$ cat config.mk
export PLATFORM = sky130hd
export DESIGN_NAME = expu_schraudolph_pipe
export DESIGN_NICKNAME = d
export VERILOG_FILES = /design/src/rtl/expu_schraudolph_pipe.sv
export SDC_FILE = /design/constraint.sdc
export NUM_CORES = 1
export LEC_CHECK = 0
export ABC_CLOCK_PERIOD_IN_PS = 2100
export CORE_ASPECT_RATIO = 0.8
export CORE_UTILIZATION = 45
export CTS_CLUSTER_SIZE = 8
export DETAILED_ROUTE_END_ITERATION = 10
export DONT_BUFFER_PORTS = 1
export GPL_ROUTABILITY_DRIVEN = 0
export GPL_TIMING_DRIVEN = 0
export PLACE_DENSITY = 0.7
export SYNTH_ARGS = -nofsm -noshare
export SYNTH_HDL_FRONTEND = slang
export SYNTH_SLANG_ARGS = --single-unit
$ cat constraint.sdc
create_clock -name clk_i -period 2.1 [get_ports clk_i]
set_clock_uncertainty 0.1 [all_clocks]
set_input_delay 0.42 -clock clk_i [delete_from_list [all_inputs] [get_ports clk_i]]
set_output_delay 0.42 -clock clk_i [all_outputs]
set_load 0.01 [all_outputs]
$ cat src/rtl/expu_schraudolph_pipe.sv
// Schraudolph exponential front-end: e^x ~= 2^(x*log2e).
// The integer part of x*log2e (fixed point) becomes the exponent field and
// the fractional part becomes the mantissa. The result is uncorrected; the
// mantissa-correction stage that follows refines it.
// The whole conversion is combinational ahead of the first register; the
// remaining PIPE_REGS-1 stages are plain elastic skid-free pipeline slots.
module expu_schraudolph_pipe #(
  parameter int FPFORMAT       = 0,   // 0: BF16, 1: FP16, 2: FP32
  parameter int LOG2E_FRACTION = 14,
  parameter int GUARD_BITS     = 2,
  parameter int PIPE_REGS      = 2,
  localparam int E     = (FPFORMAT == 1) ? 5 : 8,
  localparam int M     = (FPFORMAT == 1) ? 10 : (FPFORMAT == 2) ? 23 : 7,
  localparam int WIDTH = 1 + E + M
) (
  input  logic             clk_i,
  input  logic             rst_i,
  input  logic             clear_i,
  input  logic [WIDTH-1:0] op_i,
  input  logic             valid_i,
  output logic             ready_o,
  output logic [WIDTH-1:0] res_o,
  output logic             valid_o,
  input  logic             ready_i
);

  localparam int BIAS  = (1 << (E - 1)) - 1;
  localparam int LOG2E = int'(1.4426950409 * (2.0 ** LOG2E_FRACTION));
  localparam int SW    = M + 1;                 // significand with hidden one
  localparam int CW    = LOG2E_FRACTION + 1;    // log2(e) constant width
  localparam int PW    = SW + CW;               // product width
  localparam int XW    = PW + E - 1;            // room for the largest left shift
  localparam int FB    = M + GUARD_BITS;        // fixed-point fraction bits
  localparam int FW    = E + 1 + FB;            // signed fixed-point width

  // Right-shift amount that aligns the product for exponent field e is
  // RSH_BASE - e; it is non-negative for every non-saturating exponent.
  localparam logic [31:0]      RSH_BASE = 32'(BIAS + E - 1 + M + LOG2E_FRACTION - FB);
  localparam logic [CW-1:0]    LOG2E_C  = CW'(LOG2E);
  localparam logic [E-1:0]     EXP_ONES = '1;
  localparam logic [E-1:0]     EXP_BIG  = E'(BIAS + E);
  localparam logic [E+1:0]     BIAS_X   = (E + 2)'(BIAS);
  localparam logic [E:0]       EXP_MAX  = {1'b0, {E{1'b1}}};
  localparam logic [WIDTH-1:0] RES_NAN  = {1'b0, EXP_ONES, 1'b1, {(M - 1){1'b0}}};
  localparam logic [WIDTH-1:0] RES_INF  = {1'b0, EXP_ONES, {M{1'b0}}};
  localparam logic [WIDTH-1:0] RES_ZERO = '0;
  localparam logic [WIDTH-1:0] RES_ONE  = {1'b0, E'(BIAS), {M{1'b0}}};

  logic                    w_sign;
  logic [E-1:0]            w_exp;
  logic [M-1:0]            w_man;
  logic [PW-1:0]           w_prod;
  logic [XW-1:0]           w_a_ext;
  logic [XW-1:0]           w_a;
  logic [31:0]             w_rsh;
  logic                    w_a_big;
  logic [FW-1:0]           w_fix;
  logic signed [E+1:0]     w_exp_out;
  logic [WIDTH-1:0]        w_res;

  logic [PIPE_REGS-1:0]    r_valid;
  logic [WIDTH-1:0]        r_data [PIPE_REGS];
  logic [PIPE_REGS:0]      w_ready;
  logic [PIPE_REGS-1:0]    w_in_valid;
  logic [WIDTH-1:0]        w_in_data [PIPE_REGS];

  // Float -> fixed-point x*log2e -> packed 2^k * (1 + f), with special cases.
  always_comb begin
    w_sign  = op_i[WIDTH-1];
    w_exp   = op_i[WIDTH-2:M];
    w_man   = op_i[M-1:0];
    w_prod  = PW'({1'b1, w_man}) * PW'(LOG2E_C);
    w_a_ext = {w_prod, {(E - 1){1'b0}}};
    w_rsh   = RSH_BASE - 32'(w_exp);
    w_a     = w_a_ext >> w_rsh;
    // |x| >= 2^E always gives |x|*log2e >= 2^E; otherwise test the magnitude.
    w_a_big = (w_exp >= EXP_BIG) || (|w_a[XW-1:FW-1]);
    w_fix   = w_sign ? (FW'(0) - w_a[FW-1:0]) : w_a[FW-1:0];
    // Arithmetic integer part k is the upper slice of the two's-complement value.
    w_exp_out = $signed(BIAS_X) + $signed({w_fix[FW-1], w_fix[FW-1:FB]});

    if (w_exp == EXP_ONES && w_man != '0)
      w_res = RES_NAN;
    else if (w_exp == EXP_ONES)
      w_res = w_sign ? RES_ZERO : RES_INF;
    else if (w_exp == '0)
      w_res = RES_ONE;
    else if (w_a_big)
      w_res = w_sign ? RES_ZERO : RES_INF;
    else if (w_exp_out[E+1] || w_exp_out == '0)
      w_res = RES_ZERO;
    else if (w_exp_out[E:0] >= EXP_MAX)
      w_res = RES_INF;
    else
      w_res = {1'b0, w_exp_out[E-1:0], w_fix[FB-1:GUARD_BITS]};
  end

  // Backpressure chain from the output back to ready_o, plus stage inputs.
  always_comb begin
    logic rdy;
    rdy        = ready_i;
    w_ready    = '0;
    w_ready[PIPE_REGS] = ready_i;
    w_in_valid = '0;
    for (int i = PIPE_REGS - 1; i >= 0; i--) begin
      w_ready[i] = ~r_valid[i] | rdy;
      rdy        = w_ready[i];
    end
    w_in_valid[0] = valid_i;
    w_in_data[0]  = w_res;
    for (int i = 1; i < PIPE_REGS; i++) begin
      w_in_valid[i] = r_valid[i-1];
      w_in_data[i]  = r_data[i-1];
    end
  end

  // Stage registers: valids obey clear and backpressure, data holds when stalled.
  always_ff @(posedge clk_i or posedge rst_i) begin
    if (rst_i) begin
      r_valid <= '0;
      for (int i = 0; i < PIPE_REGS; i++) r_data[i] <= '0;
    end else begin
      for (int i = 0; i < PIPE_REGS; i++) begin
        if (clear_i)
          r_valid[i] <= 1'b0;
        else if (w_ready[i])
          r_valid[i] <= w_in_valid[i];
        if (w_ready[i] && w_in_valid[i])
          r_data[i] <= w_in_data[i];
      end
    end
  end

  assign ready_o = w_ready[0];
  assign valid_o = r_valid[PIPE_REGS-1];
  assign res_o   = r_data[PIPE_REGS-1];

endmodule

==> metrics, run 1 <==
total of max-cap violations=0; failing checks=negative setup slack; clk_lat worst skew=0.27 ns; share of layout cells above drive strength 1=0.3008; most numerous cell in the Yosys netlist=nand2_1; minimum clock period=7.611 ns; overall power=9.468 mW; adder-cell area share of the yosys netlist=0.1708; die width=144.8 µm; Clock transition at path regs=0.05 ns; Worst path slowest cell=fa_2; cells after synthesis=933; P&R area growth vs syn=25.69%; drt total wl=26760 µm; R2R depth=5; DRT Pass-1 Iters=11; Worst Path Required=2.20 ns; syn_nets=1041; DRT antenna net count=0; P_leak=3.865 nW; FF-to-FF End=r_data[16]; cell family with most CP delay=buffers and inverters; core area=15850 µm²; Power per Cell Area=1026 nW/µm²; H-tree Lvls=2; FMAX=131.4 MHz; post-synthesis mux area share=0.04808; Worst EP arrival=7.71 ns; Final Hold Fails=0; Main synth FF type=dfrtp_1; Synth Warn #=0; Top-Level Pins=39; CTS root buf=clkbuf_16; top post-synthesis cells by area=ha_1, dfrtp_1, fa_1; CTS max path bufs=2; via count=8405; RSZ-0062 raised after global routing=true; die area=16830 µm²; kind of critical path=in2reg; DP HPWL=19310 µm; R2R setup slack=-0.20 ns; Die Height=116.2 µm; Post-synth EDFFs=0; post-synthesis compound-gate area fraction=0.3168; Cell variety after synth=107; final setup violation count=15; initial antenna violation count=0; cell repeated most along the worst path=buf_4; Initial DRC Count=1338; largest family of logic cells by synthesized area=compound AO/OA/AOI/OAI gates; port bufs=0; outcome=finished, violations left; vias in the first global route=7763; Net count, final=1122; vias per cell=6.833; VDD IR-drop max=0.4338 mV; Synth Area in Simple Gates=0.2373; Synth area leader=ha_1; placed insts=1148; Slew HR=0.1404; row count=41; PnR worst setup slack=-5.511 ns; reg2reg start=r_valid[1]; Syn Area/Cell=7.865 µm²; Worst Hold Class=in2async; Worst setup SP type=input port; global-route wire length before repair=41300 µm; Slew Viols, Final=0; # hold bufs at CTS=0; worst stage delay on the critical path=0.56 ns; Num CTS Buffers=5; Initial Util=0.4629; post-synth top area share=0.1108; routed length per instance=21.75 µm; Final Cycle Share=3.624; synth cell count leaders=nand2_1, ha_1, nor2_1; Setup TNS=-80.32 ns; clock sinks=32; CTS tree=done; largest fanout on the critical path=6; Mapped Area=7338 µm²; Worst Max-Slew Pin Slew=1.287 ns; CP endpoint kind=flip-flop; final non-filler cell total=1230; All-Layer GR Usage=0.3140; XOR/XNOR share of the synthesized area=0.04160; Buf/Inv on CP=26; Seq/Total Area, Yosys=0.1091; asr flop ratio synth=1.000; pin count of the biggest net entering global routing=33; DRC violation count after routing=0; gr ovfl total=0; #FFs+latches synth=32
power by group:
group	switching [mW]	internal [mW]
clock	0.233	0.496
combinational	4.49	3.34
sequential	0.115	0.794
worst max-delay path by stage:
stage / from / endpoint / slack, ns / depth (start not counted)
after floorplan: op_i[4] / r_data[16] / -5.23 / 29
after detailed placement: op_i[4] / r_data[16] / -6.26 / 29
after global routing: op_i[2] / r_data[16] / -5.60 / 42
after global placement: op_i[4] / r_data[16] / -6.25 / 30
final: op_i[2] / r_data[16] / -5.51 / 42
after CTS: op_i[2] / r_data[16] / -5.30 / 42
final cells by class:
cell class	count	area, µm²
Antenna cell	1	2.502
Buffer	60	362.8
Timing Repair Buffer	80	646.9
Fill cell	1339	6628
Inverter	53	205.2
Sequential cell	32	800.8
Clock buffer	7	152.6
Multi-Input combinational cell	782	6784
Tap cell	215	269.0
kinds of logic after synthesis:
group                    after synthesis
AND/OR/NAND/NOR                      329
AO/OA/AOI/OAI                        303
buffers and inverters                119
adder cells (fa/ha/maj)               87
flip-flops                            32
XOR/XNOR                              31
multiplexers                          31
other                                  1
timing repair:
action / CTS / global route
pin swaps: 47 / 45
buffers inserted: 61 / 20
setup endpoints to repair: 25 / 25
resized for setup: 78 / 64
endpoints found under the hold margin: 0 / 0
metrics by stage:
stage            util  cell area, µm²  hold slack (ns)  setup WS, ns
3_3_place_gp   0.4890            7751           0.3615        -6.251
6_report       0.5819            9224          0.02207        -5.511
4_1_cts        0.5516            8743           0.1085        -5.302
2_1_floorplan       -            7482           0.3393        -5.229
5_1_grt        0.5817            9221          0.07865        -5.600
3_5_place_dp   0.4890            7751           0.3588        -6.261
sequential cells by signal (all words and copies together), names as in the netlist:
name	flops
r_valid	2
r_data	15
res_o	15
cell usage in the layout, fill, tap and decap left out, drive strengths merged, types with 13 or more instances in the layout:
master / Yosys / final
o21ai: 36 / 36
o31ai: 16 / 16
buf: 44 / 122
or3: 13 / 13
inv: 53 / 52
mux2: 21 / 21
ha: 65 / 65
nand4: 13 / 13
clkbuf: 22 / 25
dfrtp: 32 / 32
o211ai: 19 / 19
nor3: 27 / 27
a21oi: 62 / 62
nand3: 32 / 32
xnor2: 17 / 17
xor2: 14 / 14
nor4: 18 / 18
fa: 22 / 22
nor2: 63 / 63
nand2: 86 / 86
routing by layer:
metal,part of all wire,up-vias,global-route usage
met5,0.00097,-,0
met4,0.036,2,0.09684
met3,0.14,143,0.1000
met2,0.39,637,0.4372
met1,0.43,3912,0.4534
li1,-,3711,-
Note: power is estimated with default switching activity, not from simulation.
==> run 2: changes to the inputs <==
CTS_CLUSTER_SIZE = 40   (was 8)
==> results of run 2 <==
The final DEF is identical to that of run 1; final timing and power are the same.
